**src/rtl/cool_pkg.sv**
```systemverilog
// Shared fetch-stage types: default widths, fetch FSM state encoding and instruction word type.
package cool_pkg;

    localparam int DEFAULT_ADDR_W = 4;
    localparam int DEFAULT_INST_W = 16;

    typedef enum logic [1:0] {
        IDLE,
        RUN,
        DRAIN,
        DONE
    } fetch_state_t;

    typedef logic [DEFAULT_INST_W-1:0] inst_word_t;

endpackage

```
**src/rtl/fetch_pc.sv**
```systemverilog
// Program counter register: parallel load (start/redirect) has priority over wrap-around increment.
module fetch_pc #(
    parameter int ADDR_W = cool_pkg::DEFAULT_ADDR_W
) (
    input  logic              clk,
    input  logic              rst_n,
    input  logic              load,
    input  logic [ADDR_W-1:0] load_value,
    input  logic              inc,
    output logic [ADDR_W-1:0] pc
);

    // NOTE: clocked state uses non-blocking assignments so every flop samples pre-edge values.
    always_ff @(posedge clk or negedge rst_n) begin
        if (!rst_n) begin
            pc <= '0;
        end else if (load) begin
            pc <= load_value;
        end else if (inc) begin
            pc <= pc + ADDR_W'(1);
        end
    end

endmodule

```
**src/rtl/fetch_unit.sv**
```systemverilog
// Instruction fetch stage: owns the PC, reads the ROM and hands words to the interpreter via valid/ready.
// Optional FETCH_PC_TAG_EN adds an inst_pc output carrying the fetch address of inst.
module fetch_unit
    import cool_pkg::*;
#(
    parameter int ADDR_W   = DEFAULT_ADDR_W,
    parameter int INST_W   = DEFAULT_INST_W,
    parameter int PROG_LEN = 9
) (
    input  logic              clk,
    input  logic              rst_n,
    input  logic              start,
    output logic              mem_en,
    output logic [ADDR_W-1:0] mem_addr,
    input  logic [INST_W-1:0] mem_data,
    output logic [INST_W-1:0] inst,
    output logic              inst_valid,
    input  logic              inst_ready,
    input  logic              redirect_valid,
    input  logic [ADDR_W-1:0] redirect_target,
`ifdef FETCH_PC_TAG_EN
    output logic [ADDR_W-1:0] inst_pc,
`endif
    output logic              done
);

    localparam logic [ADDR_W-1:0] LAST_ADDR = ADDR_W'(PROG_LEN - 1);

    fetch_state_t      state_q;
    fetch_state_t      state_d;
    logic [ADDR_W-1:0] pc;
    logic              pc_load;
    logic [ADDR_W-1:0] pc_load_value;
    logic              pc_inc;
    logic              load_inst;
    logic              clear_valid;
    logic              set_done;
    logic              clear_done;

    fetch_pc #(.ADDR_W(ADDR_W)) u_pc (
        .clk        (clk),
        .rst_n      (rst_n),
        .load       (pc_load),
        .load_value (pc_load_value),
        .inc        (pc_inc),
        .pc         (pc)
    );

    assign mem_addr = pc;

    // NOTE: every output of this block is defaulted first so no path leaves a latch behind.
    always_comb begin
        state_d       = state_q;
        mem_en        = 1'b0;
        pc_load       = 1'b0;
        pc_load_value = '0;
        pc_inc        = 1'b0;
        load_inst     = 1'b0;
        clear_valid   = 1'b0;
        set_done      = 1'b0;
        clear_done    = 1'b0;

        unique case (state_q)
            IDLE: begin
                if (start) begin
                    state_d = RUN;
                    pc_load = 1'b1;
                end
            end
            RUN: begin
                mem_en = 1'b1;
                if (!inst_valid || inst_ready) begin
                    load_inst = 1'b1;
                    pc_inc    = 1'b1;
                    if (pc == LAST_ADDR) state_d = DRAIN;
                end
            end
            DRAIN: begin
                if (inst_valid && inst_ready) begin
                    clear_valid = 1'b1;
                    set_done    = 1'b1;
                    state_d     = DONE;
                end
            end
            DONE: begin
                state_d = DONE;
            end
        endcase

        // A taken branch overrides any load or handshake decided above.
        if (redirect_valid && state_q != IDLE) begin
            state_d       = RUN;
            pc_load       = 1'b1;
            pc_load_value = redirect_target;
            pc_inc        = 1'b0;
            load_inst     = 1'b0;
            clear_valid   = 1'b1;
            set_done      = 1'b0;
            clear_done    = 1'b1;
        end
    end

    always_ff @(posedge clk or negedge rst_n) begin
        if (!rst_n) begin
            state_q    <= IDLE;
            inst       <= '0;
            inst_valid <= 1'b0;
            done       <= 1'b0;
`ifdef FETCH_PC_TAG_EN
            inst_pc    <= '0;
`endif
        end else begin
            state_q <= state_d;
            if (clear_valid) begin
                inst_valid <= 1'b0;
            end else if (load_inst) begin
                inst       <= mem_data;
                inst_valid <= 1'b1;
`ifdef FETCH_PC_TAG_EN
                inst_pc    <= pc;
`endif
            end
            if (clear_done) begin
                done <= 1'b0;
            end else if (set_done) begin
                done <= 1'b1;
            end
        end
    end

endmodule

```
**config.mk**
```make
export PLATFORM = sky130hd
export DESIGN_NAME = fetch_unit
export DESIGN_NICKNAME = d
export VERILOG_FILES = /design/src/rtl/cool_pkg.sv /design/src/rtl/fetch_pc.sv /design/src/rtl/fetch_unit.sv
export SDC_FILE = /design/constraint.sdc
export NUM_CORES = 1
export LEC_CHECK = 0
export CORE_AREA = 2 2 54 56
export DETAILED_ROUTE_END_ITERATION = 12
export DIE_AREA = 0 0 56 58
export GPL_ROUTABILITY_DRIVEN = 0
export PLACE_DENSITY = 0.8
export REMOVE_ABC_BUFFERS = 1
export SETUP_SLACK_MARGIN = 0.05
export SLEW_MARGIN = 10
export SYNTH_ARGS = -nofsm -noshare
export SYNTH_HDL_FRONTEND = slang
export SYNTH_HIERARCHICAL = 1
export SYNTH_SLANG_ARGS = --single-unit
```
**constraint.sdc**
```tcl
create_clock -name clk -period 2.55 [get_ports clk]
set_input_delay 0.51 -clock clk [delete_from_list [all_inputs] [get_ports clk]]
set_output_delay 0.51 -clock clk [all_outputs]
set_load 0.05 [all_outputs]
```
==> Flow_metrics.wiki <==
{| class="wikitable"
! Metric !! Value
|-
| Setup repair bufs after CTS || 0
|-
| Detail-routed net length per standard cell || 14.73 um
|-
| Clock transition at path regs || 0.14 ns
|-
| Max Clock Skew || 0.01551 ns
|-
| Cell-by-cell listing of the critical path || and2b_1 -> clkdlybuf4s50_1
|-
| Buffers & Inverters on Critical Path || 1
|-
| Area used by multi-input combinational logic || 475.5 um^2
|-
| Number of primary I/O pins || 48
|-
| Fraction of registers with async set/reset || 100.0%
|-
| Final sum of negative setup slack || 0 ns
|-
| Fraction of final layout cells sized beyond drive strength 1 || 19.40%
|-
| Clock Tree Buf Depth || 2
|-
| Tightest Hold Check Type || in -> async
|-
| Share of total power in combinational logic || 55.3%
|-
| Count of routing violations after the opening detailed-route iteration || 22
|-
| Launch instance of the worst register-to-register path || state_q[1]
|-
| Remaining number of nets flagged by the antenna check after routing || 0
|-
| Sum of routed wire length over all layers || 2.431 mm
|-
| Final cycle utilization of the critical path || 91.09%
|-
| Count of vias placed by the detailed router || 817
|-
| Transition at the pin with the smallest max-transition slack || 0.5961 ns
|-
| Total standard cell area after synthesis || 0.001130 mm^2
|-
| Critical path startpoint category || flop
|-
| Count of final setup violators || 0
|-
| Library cell with the highest instance count after synthesis || dfrtp_1
|-
| Initial Utilization || 42.43%
|-
| Number of clock sinks || 24
|-
| Cts hold-fix bufs || 0
|-
| EDFF count, synth || 0
|-
| Drt first pass iters || 4
|-
| Placement Cell Area || 0.001620 mm^2
|-
| Die outline width || 56 um
|-
| Most area-hungry cell type in the Yosys netlist || dfrtp_1
|-
| CTS root buffer || clkbuf_4
|-
| Final Util || 62.83%
|-
| Synthesized instance count || 85
|-
| Vias in the first global route || 829
|-
| Initial antenna violation count || 0
|-
| First element of the critical path || state_q[1]
|-
| Worst ir drop on vdd || 911.0 uV
|-
| Yosys warnings || 6
|-
| Maximum number of pins on one net before global-route repair || 25
|-
| Number of cell instances on the worst register-to-register path || 5
|-
| Area of the core || 0.002663 mm^2
|-
| Final critical-path setup slack || 0.2272 ns
|-
| Crit path max-delay family || buffers and inverters
|-
| Post-Place Cells || 161
|-
| Portion of total power attributed to sequential cells || 31.1%
|-
| Worst Path Arrival || 1.81 ns
|-
| # port buffers || 47
|-
| Top-area cell type share of the netlist area || 53.16%
|-
| Fraction of power spent switching nets || 44.30%
|-
| Unrepaired setup endpoints after global routing || no
|-
| Drc violations || 0
|-
| Register-to-register path setup slack || 0.99 ns
|-
| Num CTS Buffers || 3
|-
| Avg Synthesized Cell Area || 13.29 um^2
|-
| Full die area || 0.003248 mm^2
|-
| Area taken by flip-flops and latches || 600.6 um^2
|-
| Worst hold slack after final layout || 0.5159 ns
|-
| Top cell types by occurrence after synthesis || 24 x dfrtp_1, 9 x mux2_2, 8 x mux2_4
|-
| Status || finished clean
|-
| Total number of H-tree levels || 1
|-
| Post-Place Worst Slack || 0.4102 ns
|-
| Total power draw || 2.017 mW
|-
| Total of max-cap violations || 0
|-
| Fraction of power consumed by the clock network || 13.6%
|-
| WP depth || 2
|-
| Power per Cell Area || 1206 mW/mm^2
|-
| Non-filler instance count after layout || 165
|-
| Number of nets in the finished design || 161
|-
| Final hold violation count || 0
|-
| Clock tree from TritonCTS || built
|-
| Number of standard-cell rows in the floorplan || 19
|-
| Final Cell Area || 0.001673 mm^2
|-
| Critical Path Sink || mem_en
|-
| Crit path max-delay cell type || clkdlybuf4s50_1
|-
| CTS-repair resized insts || 0
|-
| Static leakage power || 0.7258 nW
|-
| Slew Limit Fails || 0
|-
| Net switching power || 893.6 uW
|-
| Req. time, crit path || 2.04 ns
|-
| N_diodes || 0
|-
| Kind of end point of the critical path || output pin
|-
| Signed area change from the synthesized netlist to the final layout || 48.06%
|-
| Final Critical Period || 2.323 ns
|-
| Global route total overflow || 0
|-
| Aggregate global-route resource usage || 15.31%
|-
| Startpoint-to-endpoint class of the critical path || reg -> out
|-
| Number of distinct standard cells referenced by the synthesized netlist || 27
|-
| Height of the die || 58 um
|-
| Stage delay of the slowest cell on the critical path || 0.79 ns
|-
| HPWL Detailed || 1.859 mm
|-
| Maximum fanout along the worst path || 9
|-
| Top flip-flop cell by instance count after synthesis || dfrtp_1
|-
| Vias per cell || 4.952
|-
| Internal power || 1.124 mW
|-
| Sequential area share after synthesis || 53.16%
|-
| Cells taking the most area after synthesis || dfrtp_1 53%, mux2_4 11%, mux2_2 9.0%, and2_1 2.2%, buf_12 1.8%
|-
| Final-layout fill cell count || 233
|-
| Global-route wire length before repair || 3.864 mm
|-
| Achievable frequency || 0.4305 GHz
|-
| Headroom to the max-slew limit || 59.70%
|-
| Clock insertion delay at the later pin of the skew report || 0.32 ns
|-
| Synthesis-stage register bit count || 24
|-
| Worst reg2reg endpoint || u_pc/pc[3]
|}
==> sequential cells by signal, summed over array words and instances, names as in the netlist <==
signal / flops
done: 1
state_q: 2
inst: 16
u_pc/pc: 4
inst_valid: 1
==> layout by cell type, fill, tap and decap left out, types with 2 or more instances in the layout <==
master,count
clkdlybuf4s50_1,47
dfrtp_1,24
mux2_2,9
mux2_4,8
nor2_1,4
and2_1,4
o21ai_0,4
nand2_1,4
a21oi_1,3
clkbuf_4,3
inv_1,2
nand2b_1,2
a21o_1,2
mux2i_1,2
xnor2_1,2
==> worst reg2reg max path, delay by kind of cell (launching register included) <==
| kind | cells | cell delay, ns |
|---|---|---|
| DFF | 1 | 0.49 |
| xor gates and xnor gates | 1 | 0.14 |
| muxes | 1 | 0.25 |
| and+or+nand+nor | 3 | 0.58 |
==> how the worst min path moves through the flow <==
stage                        from      end  depth (start not counted)
after floorplan             rst_n     done                          0
after global placement    inst[5]  inst[5]                          1
after detailed placement  inst[4]  inst[4]                          1
after CTS                   rst_n  inst[6]                          2
after global routing        rst_n  inst[6]                          2
final                       rst_n  inst[6]                          2
==> cells by family (layout without fill, tap and decap cells) <==
group	Yosys count	count (layout)	synth area share, %
adders and majority gates	1	1	1.107
AOI/OAI and AO/OA	12	12	6.423
and+or+nand+nor	20	20	10.85
buffers and inverters	6	55	4.762
DFF	24	24	53.16
xor gates and xnor gates	3	3	2.326
muxes	19	19	21.37
==> routing by layer <==
metal / part of all wire (%) / GRT usage, % / vias up
met5: 0 / 0 / -
met4: 1.4 / 6.122 / 0
met3: 4.0 / 3.795 / 4
met2: 52 / 25.21 / 21
met1: 43 / 19.54 / 399
li1: - / - / 393
==> cell type report <==
cell class | count | share of cell area [%]
Tap cell | 31 | 2.319
Inverter | 2 | 0.4488
Timing Repair Buffer | 49 | 29.77
Clock inverter | 1 | 1.795
Clock buffer | 3 | 1.346
Multi-Input combinational cell | 55 | 28.42
Sequential cell | 24 | 35.90
==> power groups by stage <==
stage / combinational, mW / sequential (mW) / clock, mW
finish: 1.12 / 0.626 / 0.275
global route: 1.16 / 0.644 / 0.298
CTS: 1.13 / 0.628 / 0.284
floorplan: 0.273 / 1.08 / 0
global placement: 1.11 / 0.624 / 0
detailed placement: 1.12 / 0.635 / 0
Power figures use the tool's default switching activity.
